==> src/rtl/traffic_pkg.sv <==
// Shared types and helpers for the N-road traffic light controller.
//   light_e      : per-road 2-bit light encoding
//   phase_e      : controller phase encoding driven on the phase output
//   green_target : green duration for a given traffic level, capped
package traffic_pkg;

    typedef enum logic [1:0] {
        RED    = 2'b00,
        YELLOW = 2'b01,
        GREEN  = 2'b10
    } light_e;

    typedef enum logic [1:0] {
        ALL_RED   = 2'b00,
        GREEN_PH  = 2'b01,
        YELLOW_PH = 2'b10
    } phase_e;

    // min(min_g + level*step, max_g), evaluated in 64 bits so it never wraps
    function automatic int unsigned green_target(
        input int unsigned level,
        input int unsigned min_g,
        input int unsigned step,
        input int unsigned max_g
    );
        logic [63:0] t;
        t = 64'(min_g) + 64'(level) * 64'(step);
        if (t > 64'(max_g)) begin
            t = 64'(max_g);
        end
        return 32'(t);
    endfunction

endpackage

==> src/rtl/traffic_light_ctrl_n_if.sv <==
// Bus-side bundle of the N-road traffic light controller.
//   traffic    : per-road traffic level, road r at [r*TRAFFIC_W +: TRAFFIC_W]
//   lights     : per-road light, road r at [2r+1:2r]
//   cur_road   : road owning (or last owning) green
//   phase      : current controller phase
//   emerg_req / emerg_road : only present with EMERGENCY_PREEMPT_EN defined
// master = system bus side, slave = controller side.
interface traffic_light_ctrl_n_if #(
    parameter int unsigned N_ROADS   = 2,
    parameter int unsigned TRAFFIC_W = 3
);
    import traffic_pkg::*;

    localparam int unsigned CR_W = (N_ROADS > 1) ? $clog2(N_ROADS) : 1;

    logic [N_ROADS*TRAFFIC_W-1:0] traffic;
    logic [N_ROADS*2-1:0]         lights;
    logic [CR_W-1:0]              cur_road;
    phase_e                       phase;

`ifdef EMERGENCY_PREEMPT_EN
    logic                         emerg_req;
    logic [CR_W-1:0]              emerg_road;

    modport master (output traffic, emerg_req, emerg_road,
                    input  lights, cur_road, phase);
    modport slave  (input  traffic, emerg_req, emerg_road,
                    output lights, cur_road, phase);
`else
    modport master (output traffic,
                    input  lights, cur_road, phase);
    modport slave  (input  traffic,
                    output lights, cur_road, phase);
`endif

endinterface

==> src/rtl/traffic_rr_arb.sv <==
// Combinational round-robin next-road search.
//   cur_road   : road that owns or last owned green
//   busy       : per-road "traffic level nonzero" vector
//   nxt_road_c : first busy road after cur_road (cur_road itself checked
//                last); cur_road+1 when no road is busy
module traffic_rr_arb
    import traffic_pkg::*;
#(
    parameter int unsigned N_ROADS = 2,
    parameter int unsigned CR_W    = (N_ROADS > 1) ? $clog2(N_ROADS) : 1
) (
    input  logic [CR_W-1:0]    cur_road,
    input  logic [N_ROADS-1:0] busy,
    output logic [CR_W-1:0]    nxt_road_c
);

    logic found;

    // Walk offsets 1..N_ROADS; the first hit wins
    always_comb begin
        found      = 1'b0;
        nxt_road_c = CR_W'((32'(cur_road) + 32'd1) % N_ROADS);
        for (int unsigned i = 1; i <= N_ROADS; i++) begin
            if (!found && busy[CR_W'((32'(cur_road) + i) % N_ROADS)]) begin
                found      = 1'b1;
                nxt_road_c = CR_W'((32'(cur_road) + i) % N_ROADS);
            end
        end
    end

endmodule

==> src/rtl/traffic_light_ctrl_n.sv <==
// N-road intersection controller: one green road at a time, round-robin
// among roads with traffic, green length scaled by traffic level, fixed
// yellow and all-red clearance phases.
//   CLK, RST_N : clock, synchronous active-low reset
//   bus        : traffic_light_ctrl_n_if.slave (traffic in; lights,
//                cur_road, phase out - all registered)
// Optional macro EMERGENCY_PREEMPT_EN adds emerg_req/emerg_road preemption.
module traffic_light_ctrl_n
    import traffic_pkg::*;
#(
    parameter int unsigned N_ROADS    = 2,
    parameter int unsigned TRAFFIC_W  = 3,
    parameter int unsigned MIN_GREEN  = 4,
    parameter int unsigned GREEN_STEP = 2,
    parameter int unsigned MAX_GREEN  = 16,
    parameter int unsigned YEL_CYC    = 2,
    parameter int unsigned RED_CYC    = 1
) (
    input  logic                   CLK,
    input  logic                   RST_N,
    traffic_light_ctrl_n_if.slave  bus
);

    localparam int unsigned CR_W  = (N_ROADS > 1) ? $clog2(N_ROADS) : 1;
    localparam int unsigned TMR_W = (MAX_GREEN > 0) ? $clog2(MAX_GREEN + 1) : 1;

    phase_e               phase_q, phase_d;
    logic [CR_W-1:0]      road_q, road_d;
    logic [TMR_W-1:0]     timer_q, timer_d, timer_inc;
    logic [TMR_W-1:0]     target_q, target_d;
    logic [2*N_ROADS-1:0] lights_q, lights_d;

    logic [TRAFFIC_W-1:0] levels [N_ROADS];
    logic [N_ROADS-1:0]   busy;
    logic                 others_busy;
    logic [CR_W-1:0]      rr_road_c, sel_road_c;
    logic                 red_done, yel_done, green_done;
    logic                 normal_exit_c, normal_restart_c;
    logic                 green_exit_c, green_restart_c;

    // Per-road level slices and nonzero flags
    for (genvar g = 0; g < N_ROADS; g++) begin : g_road
        assign levels[g] = bus.traffic[g*TRAFFIC_W +: TRAFFIC_W];
        assign busy[g]   = |levels[g];
    end

    assign others_busy = |(busy & ~(N_ROADS'(1) << road_q));

    traffic_rr_arb #(
        .N_ROADS (N_ROADS),
        .CR_W    (CR_W)
    ) u_arb (
        .cur_road   (road_q),
        .busy       (busy),
        .nxt_road_c (rr_road_c)
    );

    // Timer counts cycles already spent in the phase; saturates instead of wrapping
    assign timer_inc  = (timer_q == {TMR_W{1'b1}}) ? timer_q : timer_q + TMR_W'(1);
    assign red_done   = (32'(timer_q) + 32'd1) >= RED_CYC;
    assign yel_done   = (32'(timer_q) + 32'd1) >= YEL_CYC;
    assign green_done = (32'(timer_q) + 32'd1) >= 32'(target_q);

    assign normal_exit_c = others_busy &&
                           (green_done ||
                            ((32'(timer_q) >= MIN_GREEN) && (levels[road_q] == '0)));
    assign normal_restart_c = green_done && !others_busy;

`ifdef EMERGENCY_PREEMPT_EN
    logic            emerg_ok_c, preempt_c, emerg_hold_c;
    logic            hold_q;
    logic            pend_q, pend_d;
    logic [CR_W-1:0] pend_road_q, pend_road_d;

    // Requests naming a nonexistent road are ignored
    assign emerg_ok_c   = bus.emerg_req && (32'(bus.emerg_road) < N_ROADS);
    assign preempt_c    = (phase_q == GREEN_PH) && emerg_ok_c && (road_q != bus.emerg_road);
    // hold_q keeps the emergency green one extra cycle after the request drops
    assign emerg_hold_c = (emerg_ok_c && (road_q == bus.emerg_road)) || hold_q;

    assign green_exit_c    = preempt_c || (!emerg_hold_c && normal_exit_c);
    assign green_restart_c = !preempt_c && !emerg_hold_c && normal_restart_c;
    assign sel_road_c      = emerg_ok_c ? bus.emerg_road :
                             (pend_q ? pend_road_q : rr_road_c);
`else
    assign green_exit_c    = normal_exit_c;
    assign green_restart_c = normal_restart_c;
    assign sel_road_c      = rr_road_c;
`endif

    // Next-state logic
    always_comb begin
        phase_d  = phase_q;
        road_d   = road_q;
        timer_d  = timer_inc;
        target_d = target_q;
`ifdef EMERGENCY_PREEMPT_EN
        pend_d      = pend_q;
        pend_road_d = pend_road_q;
`endif
        unique case (phase_q)
            ALL_RED: begin
                if (red_done) begin
                    phase_d  = GREEN_PH;
                    road_d   = sel_road_c;
                    timer_d  = '0;
                    target_d = TMR_W'(green_target(32'(levels[sel_road_c]),
                                                   MIN_GREEN, GREEN_STEP, MAX_GREEN));
                end
            end
            GREEN_PH: begin
                if (green_exit_c) begin
                    phase_d = YELLOW_PH;
                    timer_d = '0;
                end else if (green_restart_c) begin
                    timer_d  = '0;
                    target_d = TMR_W'(green_target(32'(levels[road_q]),
                                                   MIN_GREEN, GREEN_STEP, MAX_GREEN));
                end
            end
            YELLOW_PH: begin
                if (yel_done) begin
                    phase_d = ALL_RED;
                    timer_d = '0;
                end
            end
            default: begin
                phase_d = ALL_RED;
                timer_d = '0;
            end
        endcase
`ifdef EMERGENCY_PREEMPT_EN
        // Pending emergency selection, consumed by the next green grant
        if ((phase_q == ALL_RED) && red_done) begin
            pend_d = 1'b0;
        end else if (preempt_c || (emerg_ok_c && (phase_q != GREEN_PH))) begin
            pend_d      = 1'b1;
            pend_road_d = bus.emerg_road;
        end
`endif
    end

    // Light decode from next state so the lights register tracks phase/road
    always_comb begin
        lights_d = '0;
        for (int unsigned r = 0; r < N_ROADS; r++) begin
            if (road_d == CR_W'(r)) begin
                if (phase_d == GREEN_PH) begin
                    lights_d[2*r +: 2] = GREEN;
                end else if (phase_d == YELLOW_PH) begin
                    lights_d[2*r +: 2] = YELLOW;
                end
            end
        end
    end

    // State and output registers
    always_ff @(posedge CLK) begin
        if (!RST_N) begin
            phase_q  <= ALL_RED;
            road_q   <= CR_W'(N_ROADS - 1);
            timer_q  <= '0;
            target_q <= '0;
            lights_q <= '0;
`ifdef EMERGENCY_PREEMPT_EN
            hold_q      <= 1'b0;
            pend_q      <= 1'b0;
            pend_road_q <= '0;
`endif
        end else begin
            phase_q  <= phase_d;
            road_q   <= road_d;
            timer_q  <= timer_d;
            target_q <= target_d;
            lights_q <= lights_d;
`ifdef EMERGENCY_PREEMPT_EN
            hold_q      <= emerg_ok_c && (road_q == bus.emerg_road);
            pend_q      <= pend_d;
            pend_road_q <= pend_road_d;
`endif
        end
    end

    assign bus.lights   = lights_q;
    assign bus.cur_road = road_q;
    assign bus.phase    = phase_q;

endmodule

==> src/flat_wrapper.sv <==
// flat-port wrapper written by rule: the top's interface ports become plain ports
module traffic_light_ctrl_n_flat import traffic_pkg::*;
#(
    parameter int unsigned N_ROADS    = 2,
    parameter int unsigned TRAFFIC_W  = 3,
    parameter int unsigned MIN_GREEN  = 4,
    parameter int unsigned GREEN_STEP = 2,
    parameter int unsigned MAX_GREEN  = 16,
    parameter int unsigned YEL_CYC    = 2,
    parameter int unsigned RED_CYC    = 1
)
  (CLK, RST_N, bus_traffic, bus_lights, bus_cur_road, bus_phase);
  traffic_light_ctrl_n_if #(.N_ROADS(N_ROADS), .TRAFFIC_W(TRAFFIC_W)) bus_i ();
  input  logic CLK;
  input  logic RST_N;
  input wire logic [$bits(bus_i.traffic)-1:0] bus_traffic;
  output wire logic [$bits(bus_i.lights)-1:0] bus_lights;
  output wire logic [$bits(bus_i.cur_road)-1:0] bus_cur_road;
  output wire logic [$bits(bus_i.phase)-1:0] bus_phase;
  assign bus_i.traffic = bus_traffic;
  assign bus_lights = bus_i.lights;
  assign bus_cur_road = bus_i.cur_road;
  assign bus_phase = bus_i.phase;
  traffic_light_ctrl_n #(.N_ROADS(N_ROADS), .TRAFFIC_W(TRAFFIC_W), .MIN_GREEN(MIN_GREEN), .GREEN_STEP(GREEN_STEP), .MAX_GREEN(MAX_GREEN), .YEL_CYC(YEL_CYC), .RED_CYC(RED_CYC)) u_core (.CLK(CLK), .RST_N(RST_N), .bus(bus_i));
endmodule
==> config.mk <==
export PLATFORM = sky130hd
export DESIGN_NAME = traffic_light_ctrl_n_flat
export DESIGN_NICKNAME = d
export VERILOG_FILES = /design/src/rtl/traffic_pkg.sv /design/src/rtl/traffic_light_ctrl_n_if.sv /design/src/rtl/traffic_rr_arb.sv /design/src/rtl/traffic_light_ctrl_n.sv /design/src/flat_wrapper.sv
export SDC_FILE = /design/constraint.sdc
export NUM_CORES = 1
export LEC_CHECK = 0
export CAP_MARGIN = 20
export CORE_MARGIN = 2
export CORE_UTILIZATION = 35
export CTS_BUF_LIST = sky130_fd_sc_hd__clkbuf_16
export DETAILED_ROUTE_END_ITERATION = 16
export GPL_TIMING_DRIVEN = 0
export HOLD_SLACK_MARGIN = 0.03
export SETUP_SLACK_MARGIN = 0.2
export SYNTH_ARGS = -nofsm -noshare
export SYNTH_HDL_FRONTEND = slang
export SYNTH_SLANG_ARGS = --single-unit
==> constraint.sdc <==
create_clock -name CLK -period 4.1 [get_ports CLK]
set_input_delay 0.82 -clock CLK [delete_from_list [all_inputs] [get_ports CLK]]
set_output_delay 0.82 -clock CLK [all_outputs]
set_load 0.01 [all_outputs]
==> metrics <==
count leader, synth=nand2_1; # diodes=0; DRT iter0 DRCs=70; ys flop type=dfxtp_1; Die Y=62.5 um; Hold WC Path Type=reg -> reg; Fin. Hold Viols=0; share of cells above drive strength 1=10.6%; Post-route DRC=0; worst setup margin=1.39 ns; clock skew=0.000892 ns; reg2reg end=u_core.target_q[3]$_SDFFE_PN0P_; R2R depth=7; largest cells by area after synthesis=dfxtp_1 27%, ha_1 13%, nand2_1 5.3%; global-route wire length before repair=4910 um; Leak=0.575 nW; TritonRoute pass-1 iters=4; unrepaired setup endpoints after global routing=no; dominant cell type by area after synthesis=dfxtp_1; Worst Hold Path Cells=2; worst-path fanout max=6; hold_sp=u_core.target_q[1]$_SDFFE_PN0P_; post-synth cell types=40; Post-CTS Hold Buffers=0; setup_tns=0 ns; Final Max Tran Viols=0; Power Density=619 mW/mm^2; Synth Cell Area=0.00120 sq mm; Max VDD drop=298 uV; RR Startpoint=u_core.timer_q[0]$_SDFF_PN0_; setup slack at placement=1.26 ns; Placed Cells=204; # rows=21; total grt overflow=0; die area=0.00391 sq mm; clk slew on worst S/H paths=0.05 ns; Critical Path Sink Type=flip-flop; H-tree depth=1; Post-Syn Nets=164; post-detail-place hpwl=2180 um; Area Overhead vs Synth=22.8%; # Post-CTS Setup Buffers=0; Slew HR=63.8%; pin count of the biggest net entering global routing=11; Worst Hold End=u_core.target_q[1]$_SDFFE_PN0P_; Worst setup SP type=flip-flop; Worst Tran Pin Value=0.538 ns; Die X=62.5 um; Async S/R FF share, synth=0%; GRT Util Overall=15.5%; Root Buffer Master=clkbuf_16; CP Data Arrival Time=2.87 ns; initial antenna violation count=0; Routed WL=2700 um; FMAX=0.369 GHz; most frequent cells after synthesis=17 x nand2_1, 16 x dfxtp_1, 12 x ha_1, 9 x nor3_1; Post-Route Utilization=44.4%; # port buffers=14; CTS Buf Count=3; Tmin final=2.71 ns; Avg Inst Size Synth=8.32 sq um; WP data required=4.26 ns; CTS Buffer Depth=2; EDFF count, synth=0; via count=1075; global placement routability congestion=0.772; CTS tree=built; vias in the first global route=1051; Gate Count Post-Synth=144; post-route ant nets=0; CTS resizes=0; flop2flop setup slack=1.39 ns; drt wl/cell=13.1 um; status=finished, final reports clean; Max Cap Violations=0; CTS Sinks=16; CP Class=reg -> reg; Seq/Total Area, Yosys=26.7%; Setup-failing EPs final=0; Ports=15; area fraction of the dominant cell type after synthesis=26.7%; clk_lat worst skew=0.24 ns; Initial Util=36.2%; Final #Nets=183; Tcrit/Tclk final=66.1%; DR vias/cell=5.19; Finished Layout Cells=207; core area=0.00331 sq mm; synth warn=0; FF+latch count, synth=16
-- state kept, by name, summed over array words and instances (netlist names) --
signal               cells
u_core.bus.lights        4
u_core.bus.phase         2
u_core.target_q          4
u_core.timer_q           5
u_core.bus.cur_road      1
-- metal layers --
layer  global-route usage [%]  vias to the layer above  share of wire, %
li1                         -                      556                 -
met1                     19.8                      493                48
met2                     25.9                       22                47
met3                     2.88                        4               4.1
met4                     5.56                        0               1.4
met5                        0                        -                 0
-- per-stage QoR --
stage	hold slack (ns)	power [mW]	instance area (sq um)
2_1_floorplan	0.439	0.581	1200
3_3_place_gp	0.470	0.712	1400
3_5_place_dp	0.472	0.727	1400
4_1_cts	0.487	0.914	1470
5_1_grt	0.521	0.996	1470
6_report	0.489	0.912	1470
-- worst max-delay path by stage --
| stage | start | endpoint | depth (start not counted) |
|---|---|---|---|
| 3_3_place_gp | bus_traffic[4] | u_core.bus.lights[2]$_SDFF_PN0_ | 6 |
| 3_5_place_dp | bus_traffic[1] | u_core.target_q[1]$_SDFFE_PN0P_ | 8 |
| 6_report | u_core.timer_q[0]$_SDFF_PN0_ | u_core.target_q[3]$_SDFFE_PN0P_ | 7 |
| 4_1_cts | u_core.timer_q[0]$_SDFF_PN0_ | u_core.target_q[3]$_SDFFE_PN0P_ | 7 |
| 2_1_floorplan | u_core.timer_q[0]$_SDFF_PN0_ | u_core.target_q[3]$_SDFFE_PN0P_ | 9 |
| 5_1_grt | u_core.timer_q[0]$_SDFF_PN0_ | u_core.bus.lights[1]$_SDFF_PP0_ | 9 |
-- placed cells by master, fill, tap and decap left out, types with 3 or more instances in the layout --
master / Yosys / routed
nand2_1: 17 / 17
dfxtp_1: 16 / 16
clkdlybuf4s50_1: 0 / 14
ha_1: 12 / 12
nor3_1: 9 / 9
inv_1: 8 / 8
a21oi_1: 8 / 8
o21ai_0: 7 / 7
nor2_1: 6 / 6
a211oi_1: 5 / 5
xnor2_1: 4 / 4
or3_1: 4 / 4
nand3_1: 3 / 3
mux2_2: 3 / 3
nand2b_1: 3 / 3
o21a_1: 3 / 3
o211ai_1: 3 / 3
a311oi_1: 3 / 3
clkbuf_16: 0 / 3
-- critical path: stages, from the launching register on --
cell and delay (ns):
dfxtp_1 0.49, ha_1 0.29, nand3_1 0.12, ha_1 0.34, or3_1 0.40, o21ai_0 0.46, o21ai_1 0.27, a311oi_1 0.25
-- power by group --
group | total [mW] | switching [mW] | internal (mW)
logic | 0.481 | 0.269 | 0.212
registers | 0.245 | 0.0405 | 0.204
clock network | 0.186 | 0.0580 | 0.128
total | 0.912 | 0.368 | 0.544
-- cell type report --
type                       count  area [sq um]
buffer                         5          25.0
inverter                       8          30.0
fill                         354          1840
sequential                    16           320
clock buffer                   3          75.1
multi-input combinational    115           823
tap                           46          57.6
timing repair buffer          14           140
-- cells by family (layout without fill, tap and decap cells) --
| family | after synthesis | count (layout) | share of synthesized area (%) |
|---|---|---|---|
| mux | 6 | 6 | 5.74 |
| compound gates | 40 | 40 | 23.6 |
| fa+ha+maj | 12 | 12 | 12.5 |
| buf+inv | 13 | 30 | 4.59 |
| flops | 16 | 16 | 26.7 |
| simple gates | 51 | 51 | 22.4 |
| xor+xnor | 6 | 6 | 4.38 |
No activity file was read; power rests on OpenSTA's default activity.
